### config.mk
export PLATFORM = sky130hd
export DESIGN_NAME = mat_mul_sched
export DESIGN_NICKNAME = d
export VERILOG_FILES = /design/src/rtl/mat_mul_pkg.sv /design/src/rtl/rr_arbiter.sv /design/src/rtl/mat_mul_sched.sv
export SDC_FILE = /design/constraint.sdc
export NUM_CORES = 1
export LEC_CHECK = 0
export CELL_PAD_IN_SITES_DETAIL_PLACEMENT = 1
export CELL_PAD_IN_SITES_GLOBAL_PLACEMENT = 1
export CORE_AREA = 2 2 231 233
export CTS_CLUSTER_SIZE = 24
export DETAILED_ROUTE_END_ITERATION = 10
export DIE_AREA = 0 0 233 235
export PLACE_DENSITY_LB_ADDON = 0.1
export SYNTH_ARGS = -nofsm -noshare
export SYNTH_HDL_FRONTEND = slang
export SYNTH_SLANG_ARGS = --single-unit
### constraint.sdc
create_clock -name clk -period 7.3 [get_ports clk]
set_input_delay 2.19 -clock clk [delete_from_list [all_inputs] [get_ports clk]]
set_output_delay 2.19 -clock clk [all_outputs]
set_load 0.01 [all_outputs]
### src/rtl/mat_mul_pkg.sv
// Shared types and sizing helpers for the mat_mul scheduler.
package mat_mul_pkg;

    typedef enum logic {FLUSH, RUN} state_t;

    // Register depth of the mat_mul summation tree.
    function automatic int lat_f(input int n);
        return $clog2(n);
    endfunction

    function automatic int id_w_f(input int num_req);
        return (num_req > 1) ? $clog2(num_req) : 1;
    endfunction

endpackage

### src/rtl/rr_arbiter.sv
// Round-robin arbiter: combinational one-hot grant searching from last+1,
// pointer advances only when enabled and a grant is issued.
module rr_arbiter
    import mat_mul_pkg::*;
#(
    parameter int NUM_REQ = 4,
    localparam int ID_W = id_w_f(NUM_REQ)
) (
    input  logic               clk,
    input  logic               rst,
    input  logic [NUM_REQ-1:0] req,
    input  logic               en,
    output logic [NUM_REQ-1:0] gnt,
    output logic [ID_W-1:0]    gnt_idx
);

    logic [ID_W-1:0] last;
    logic [ID_W-1:0] idx;
    logic            found;

    always_comb begin
        gnt     = '0;
        gnt_idx = '0;
        found   = 1'b0;
        idx     = '0;
        for (int k = 1; k <= NUM_REQ; k++) begin
            idx = ID_W'((int'(last) + k) % NUM_REQ);
            if (en && !found && req[idx]) begin
                found    = 1'b1;
                gnt[idx] = 1'b1;
                gnt_idx  = idx;
            end
        end
    end

    // Reset to the last index so requester 0 wins the first arbitration.
    always_ff @(posedge clk or posedge rst) begin
        if (rst)
            last <= ID_W'(NUM_REQ - 1);
        else if (found)
            last <= gnt_idx;
    end

endmodule

### src/rtl/mat_mul_sched.sv
// Shares one mat_mul datapath among NUM_REQ requesters, tracks IDs through the
// pipeline and returns results on one valid/ready channel. MAT_MUL_SCHED_PERF_EN adds perf counters.
module mat_mul_sched
    import mat_mul_pkg::*;
#(
    parameter int W_IN    = 8,
    parameter int W_OUT   = 32,
    parameter int N       = 2,
    parameter int NUM_REQ = 4,
    localparam int LAT  = lat_f(N),
    localparam int ID_W = id_w_f(NUM_REQ)
) (
    input  logic                                       clk,
    input  logic                                       rst,
    input  logic [NUM_REQ-1:0]                         req_valid,
    output logic [NUM_REQ-1:0]                         req_ready,
    input  logic [NUM_REQ-1:0][N-1:0][N-1:0][W_IN-1:0] req_matrix_1,
    input  logic [NUM_REQ-1:0][N-1:0][N-1:0][W_IN-1:0] req_matrix_2,
    output logic                                       resp_valid,
    input  logic                                       resp_ready,
    output logic [ID_W-1:0]                            resp_id,
    output logic [N-1:0][N-1:0][W_OUT-1:0]             resp_result,
    output logic                                       mm_cen,
    output logic                                       mm_valid_in,
    output logic [N-1:0][N-1:0][W_IN-1:0]              mm_matrix_1,
    output logic [N-1:0][N-1:0][W_IN-1:0]              mm_matrix_2,
    input  logic                                       mm_valid_out,
    input  logic [N-1:0][N-1:0][W_OUT-1:0]             mm_result,
    output logic                                       err
`ifdef MAT_MUL_SCHED_PERF_EN
    ,
    output logic [31:0]                                perf_ops,
    output logic [31:0]                                perf_stall,
    output logic [31:0]                                perf_idle
`endif
);

    localparam int CNT_W = id_w_f(LAT + 1);

    state_t             state;
    logic [CNT_W-1:0]   flush_cnt;
    logic               run;
    logic               adv;
    logic [NUM_REQ-1:0] gnt;
    logic [ID_W-1:0]    gnt_idx;
    logic               grant_vld;
    logic               tail_vld;
    logic [ID_W-1:0]    tail_id;

    assign run       = (state == RUN);
    assign adv       = !resp_valid || resp_ready;
    assign grant_vld = |gnt;

    rr_arbiter #(.NUM_REQ(NUM_REQ)) u_arb (
        .clk     (clk),
        .rst     (rst),
        .req     (req_valid),
        .en      (run && adv),
        .gnt     (gnt),
        .gnt_idx (gnt_idx)
    );

    assign req_ready   = gnt;
    assign mm_valid_in = grant_vld;
    assign mm_cen      = run ? adv : 1'b1;
    assign mm_matrix_1 = grant_vld ? req_matrix_1[gnt_idx] : '0;
    assign mm_matrix_2 = grant_vld ? req_matrix_2[gnt_idx] : '0;

    // FLUSH clocks LAT idle cycles through mat_mul, whose valid stages have no reset.
    always_ff @(posedge clk or posedge rst) begin
        if (rst) begin
            state     <= (LAT == 0) ? RUN : FLUSH;
            flush_cnt <= '0;
        end else if (state == FLUSH) begin
            if (flush_cnt == CNT_W'(LAT - 1))
                state <= RUN;
            else
                flush_cnt <= flush_cnt + 1'b1;
        end
    end

    generate
        if (LAT > 0) begin : g_trk
            logic [LAT-1:0]           trk_vld;
            logic [LAT-1:0][ID_W-1:0] trk_id;

            always_ff @(posedge clk or posedge rst) begin
                if (rst) begin
                    trk_vld <= '0;
                    trk_id  <= '0;
                end else if (adv) begin
                    trk_vld[0] <= grant_vld;
                    trk_id[0]  <= gnt_idx;
                    for (int i = 1; i < LAT; i++) begin
                        trk_vld[i] <= trk_vld[i-1];
                        trk_id[i]  <= trk_id[i-1];
                    end
                end
            end

            assign tail_vld = trk_vld[LAT-1];
            assign tail_id  = trk_id[LAT-1];
        end else begin : g_no_trk
            assign tail_vld = grant_vld;
            assign tail_id  = gnt_idx;
        end
    endgenerate

    // ID/result only change when a valid result lands, so they stay stable while idle.
    always_ff @(posedge clk or posedge rst) begin
        if (rst) begin
            resp_valid  <= 1'b0;
            resp_id     <= '0;
            resp_result <= '0;
        end else if (adv) begin
            resp_valid <= tail_vld;
            if (tail_vld) begin
                resp_id     <= tail_id;
                resp_result <= mm_result;
            end
        end
    end

    always_ff @(posedge clk or posedge rst) begin
        if (rst)
            err <= 1'b0;
        else if (run && (tail_vld != mm_valid_out))
            err <= 1'b1;
    end

`ifdef MAT_MUL_SCHED_PERF_EN
    always_ff @(posedge clk or posedge rst) begin
        if (rst) begin
            perf_ops   <= '0;
            perf_stall <= '0;
            perf_idle  <= '0;
        end else begin
            if (resp_valid && resp_ready)
                perf_ops <= perf_ops + 1'b1;
            if (run && !adv)
                perf_stall <= perf_stall + 1'b1;
            if (run && adv && !grant_vld)
                perf_idle <= perf_idle + 1'b1;
        end
    end
`endif

endmodule

==> results.json, run 1 <==
{
  "initial_core_util_pct": 14.9,
  "wl_um": 46800,
  "synth_edf_count": 0,
  "gp_congestion": 0.868,
  "drv_slew": 0,
  "hold_viol": 0,
  "synth_cell_types": 38,
  "fin_cells": 2073,
  "ir_drop_v": 0.000207,
  "nets": 1768,
  "grt_pass1_wl_um": 66800,
  "path_class": "input port to output port",
  "cp.arrival_ps": 5030,
  "numCtsBuffers": 17,
  "drtIter0Drc": 254,
  "place.port_buffers": 593,
  "finish.instance_area_mm2": 0.0159,
  "dr.pass1.iters": 4,
  "synth_cells": 725,
  "clock-sinks": 138,
  "dpl.hpwl_um": 37000,
  "ys_seq_elements": 138,
  "cts_buffer_depth": 2,
  "vias": 8496,
  "setup_violations": 0,
  "async_flop_share_pct": 100,
  "power_density_mw_per_mm2": 480,
  "avgSynthCellArea_um2": 10.7,
  "htree_levels": 4,
  "area.growth.synth_to_final_pct": 104,
  "netlist_area_mm2": 0.00777,
  "fmax_mhz": 139,
  "yosysWarnings": 0,
  "fillCellCount": 5884,
  "critical_path_required_ps": 5110,
  "routedWlPerCell_um": 22.6,
  "drive_above_1_share_pct": 24.0,
  "skew_ps": 8.92,
  "grt_pass1_vias": 9465,
  "end_kind": "output port",
  "grt_max_degree": 100,
  "clockRootBuffer": "clkbuf_16",
  "route.detailed.drc": 0,
  "critPathMaxFanout": 10,
  "cap_violations": 0,
  "slew_headroom_pct": 34.8,
  "status": "finished clean",
  "antenna_found_initial": 5,
  "fin_util_pct": 30.3,
  "synth_ff_type": "dfrtp_1",
  "insertion_delay_ps": 430,
  "place_area_mm2": 0.0151,
  "finalCritPeriodShare_pct": 98.9,
  "core-area_mm2": 0.0522,
  "ant_nets": 0,
  "p_leak_nw": 6.63,
  "grt_usage_pct": 16.6,
  "cts_hold_buffers": 0,
  "finalCriticalPeriod_ps": 7220,
  "pin_count": 594,
  "die_w_um": 233,
  "worst_pin_slew_ps": 978,
  "path_clk_slew_ps": 70,
  "gr-total-overflow": 0,
  "viasPerCell": 4.10,
  "start_kind": "input port",
  "final_cell_mix": "526 x clkdlybuf4s50_1, 136 x dfrtp_1, 134 x nand2_1, 130 x mux2_2, 129 x a21oi_1",
  "num_rows": 84,
  "synth.net_count": 1124,
  "min_path_type": "register to register",
  "final_common_cell": "clkdlybuf4s50_1",
  "fp.dieH_um": 235,
  "cts_tree": "yes",
  "dieArea_mm2": 0.0548,
  "synth_seq_area_share_pct": 44.5,
  "placedCellCount": 2019
}
Yosys cell counts, types with 2 or more instances:
| library cell | count | area [µm²] |
|---|---|---|
| a21oi_1 | 131 | 656 |
| a221o_1 | 4 | 40.0 |
| a221oi_1 | 24 | 210 |
| a221oi_2 | 40 | 601 |
| a32o_1 | 4 | 40.0 |
| and2_1 | 4 | 25.0 |
| buf_2 | 33 | 165 |
| buf_4 | 2 | 15.0 |
| buf_6 | 4 | 45.0 |
| clkbuf_1 | 25 | 93.8 |
| dfrtp_1 | 136 | 3400 |
| dfstp_2 | 2 | 52.6 |
| ha_1 | 7 | 87.6 |
| inv_1 | 5 | 18.8 |
| mux2_2 | 130 | 1460 |
| mux4_2 | 4 | 90.1 |
| nand2_1 | 136 | 510 |
| nand2b_1 | 4 | 25.0 |
| nor2_1 | 4 | 15.0 |
| nor2b_1 | 6 | 37.5 |
| o21ai_0 | 3 | 15.0 |
per-layer routing:
metal / part of all wire [%] / global-route usage, % / wire length, µm
met5: 0.024 / 0 / 11
met4: 0.76 / 2.43 / 353
met3: 9.2 / 6.57 / 4300
met2: 54 / 32.0 / 25500
met1: 36 / 17.0 / 16600
registers in the layout (all words and copies together) (netlist names):
| signal | cells |
|---|---|
| u_arb.last | 2 |
| resp_result | 128 |
| g_trk.trk_vld | 1 |
| resp_id | 2 |
| g_trk.trk_id | 2 |
| run | 1 |
| err | 1 |
| resp_valid | 1 |
report_power, final:
part / total, mW / switching [mW] / internal, mW / leakage (nW)
registers: 1.38 / 0.221 / 1.16 / 1.62
logic: 5.35 / 2.59 / 2.77 / 4.74
clock network: 0.879 / 0.366 / 0.513 / 0.275
total: 7.62 / 3.17 / 4.44 / 6.63
cell type report:
class	count	area [µm²]	share of cell area, %
flip-flops and latches	138	3460	21.8
repair buffers	689	6840	43.2
clock inverters	14	148	0.931
well taps	688	861	5.43
clock buffers	18	439	2.77
multi-input cells	518	4080	25.7
inverters	5	23.8	0.150
diodes	3	7.51	0.0474
worst max-delay path: stages:
cell and delay [ps]:
dlygate4sd2_1 280, mux4_2 520, and4b_2 280, and2_1 160, a221o_1 310, nor4_4 310, buf_6 170, buf_4 140
buf_16 160, buf_4 150, a221oi_2 40, dlygate4sd2_1 310
through the flow:
step	hold slack, ps	power [mW]	setup WS, ps	TNS (ps)
global route	513	8.18	-0.711	-1.44
finish	478	7.62	81.0	0
floorplan	443	3.76	856	0
global placement	460	6.67	-399	-19640
CTS	481	7.68	9.47	0
detailed placement	455	6.67	-483	-21300
cell families after synthesis:
kind of cell	count (synthesis)	share of synthesized area, %
compound gates	212	20.9
xor+xnor	2	0.225
fa+ha+maj	7	1.13
buf+inv	69	4.35
flops	138	44.5
mux	135	20.1
other cells	1	0.0483
simple gates	161	8.79
final timing paths:
path | startpoint | to | slack, ps | depth (start not counted)
setup / recovery | req_valid[0] | mm_matrix_1[22] | 80 | 12
hold / removal | err | err | 480 | 1
setup reg to reg | u_arb.last[0] | g_trk.trk_vld | 3700 | 12
hold reg to reg | err | err | 480 | 1
max in group asynchronous | rst | resp_result[52] | 3750 | 3
min in group asynchronous | rst | resp_result[123] | 2340 | 2
repair_timing:
item	CTS	global route
endpoints found under the setup margin	64	45
gates cloned	2	1
endpoints found under the hold margin	0	0
resized for setup	83	29
pin swaps	3	2
buffers inserted	10	6
(Power assumes the default switching activity.)
==> run 2, diff against run 1 <==
--- a/config.mk
+++ b/config.mk
@@ -11,6 +11,7 @@
 export CTS_CLUSTER_SIZE = 24
 export DETAILED_ROUTE_END_ITERATION = 10
 export DIE_AREA = 0 0 233 235
+export GPL_ROUTABILITY_DRIVEN = 0
 export PLACE_DENSITY_LB_ADDON = 0.1
 export SYNTH_ARGS = -nofsm -noshare
 export SYNTH_HDL_FRONTEND = slang
==> results of run 2 <==
Same layout as run 1: the final DEF is identical, and so are final timing and power.
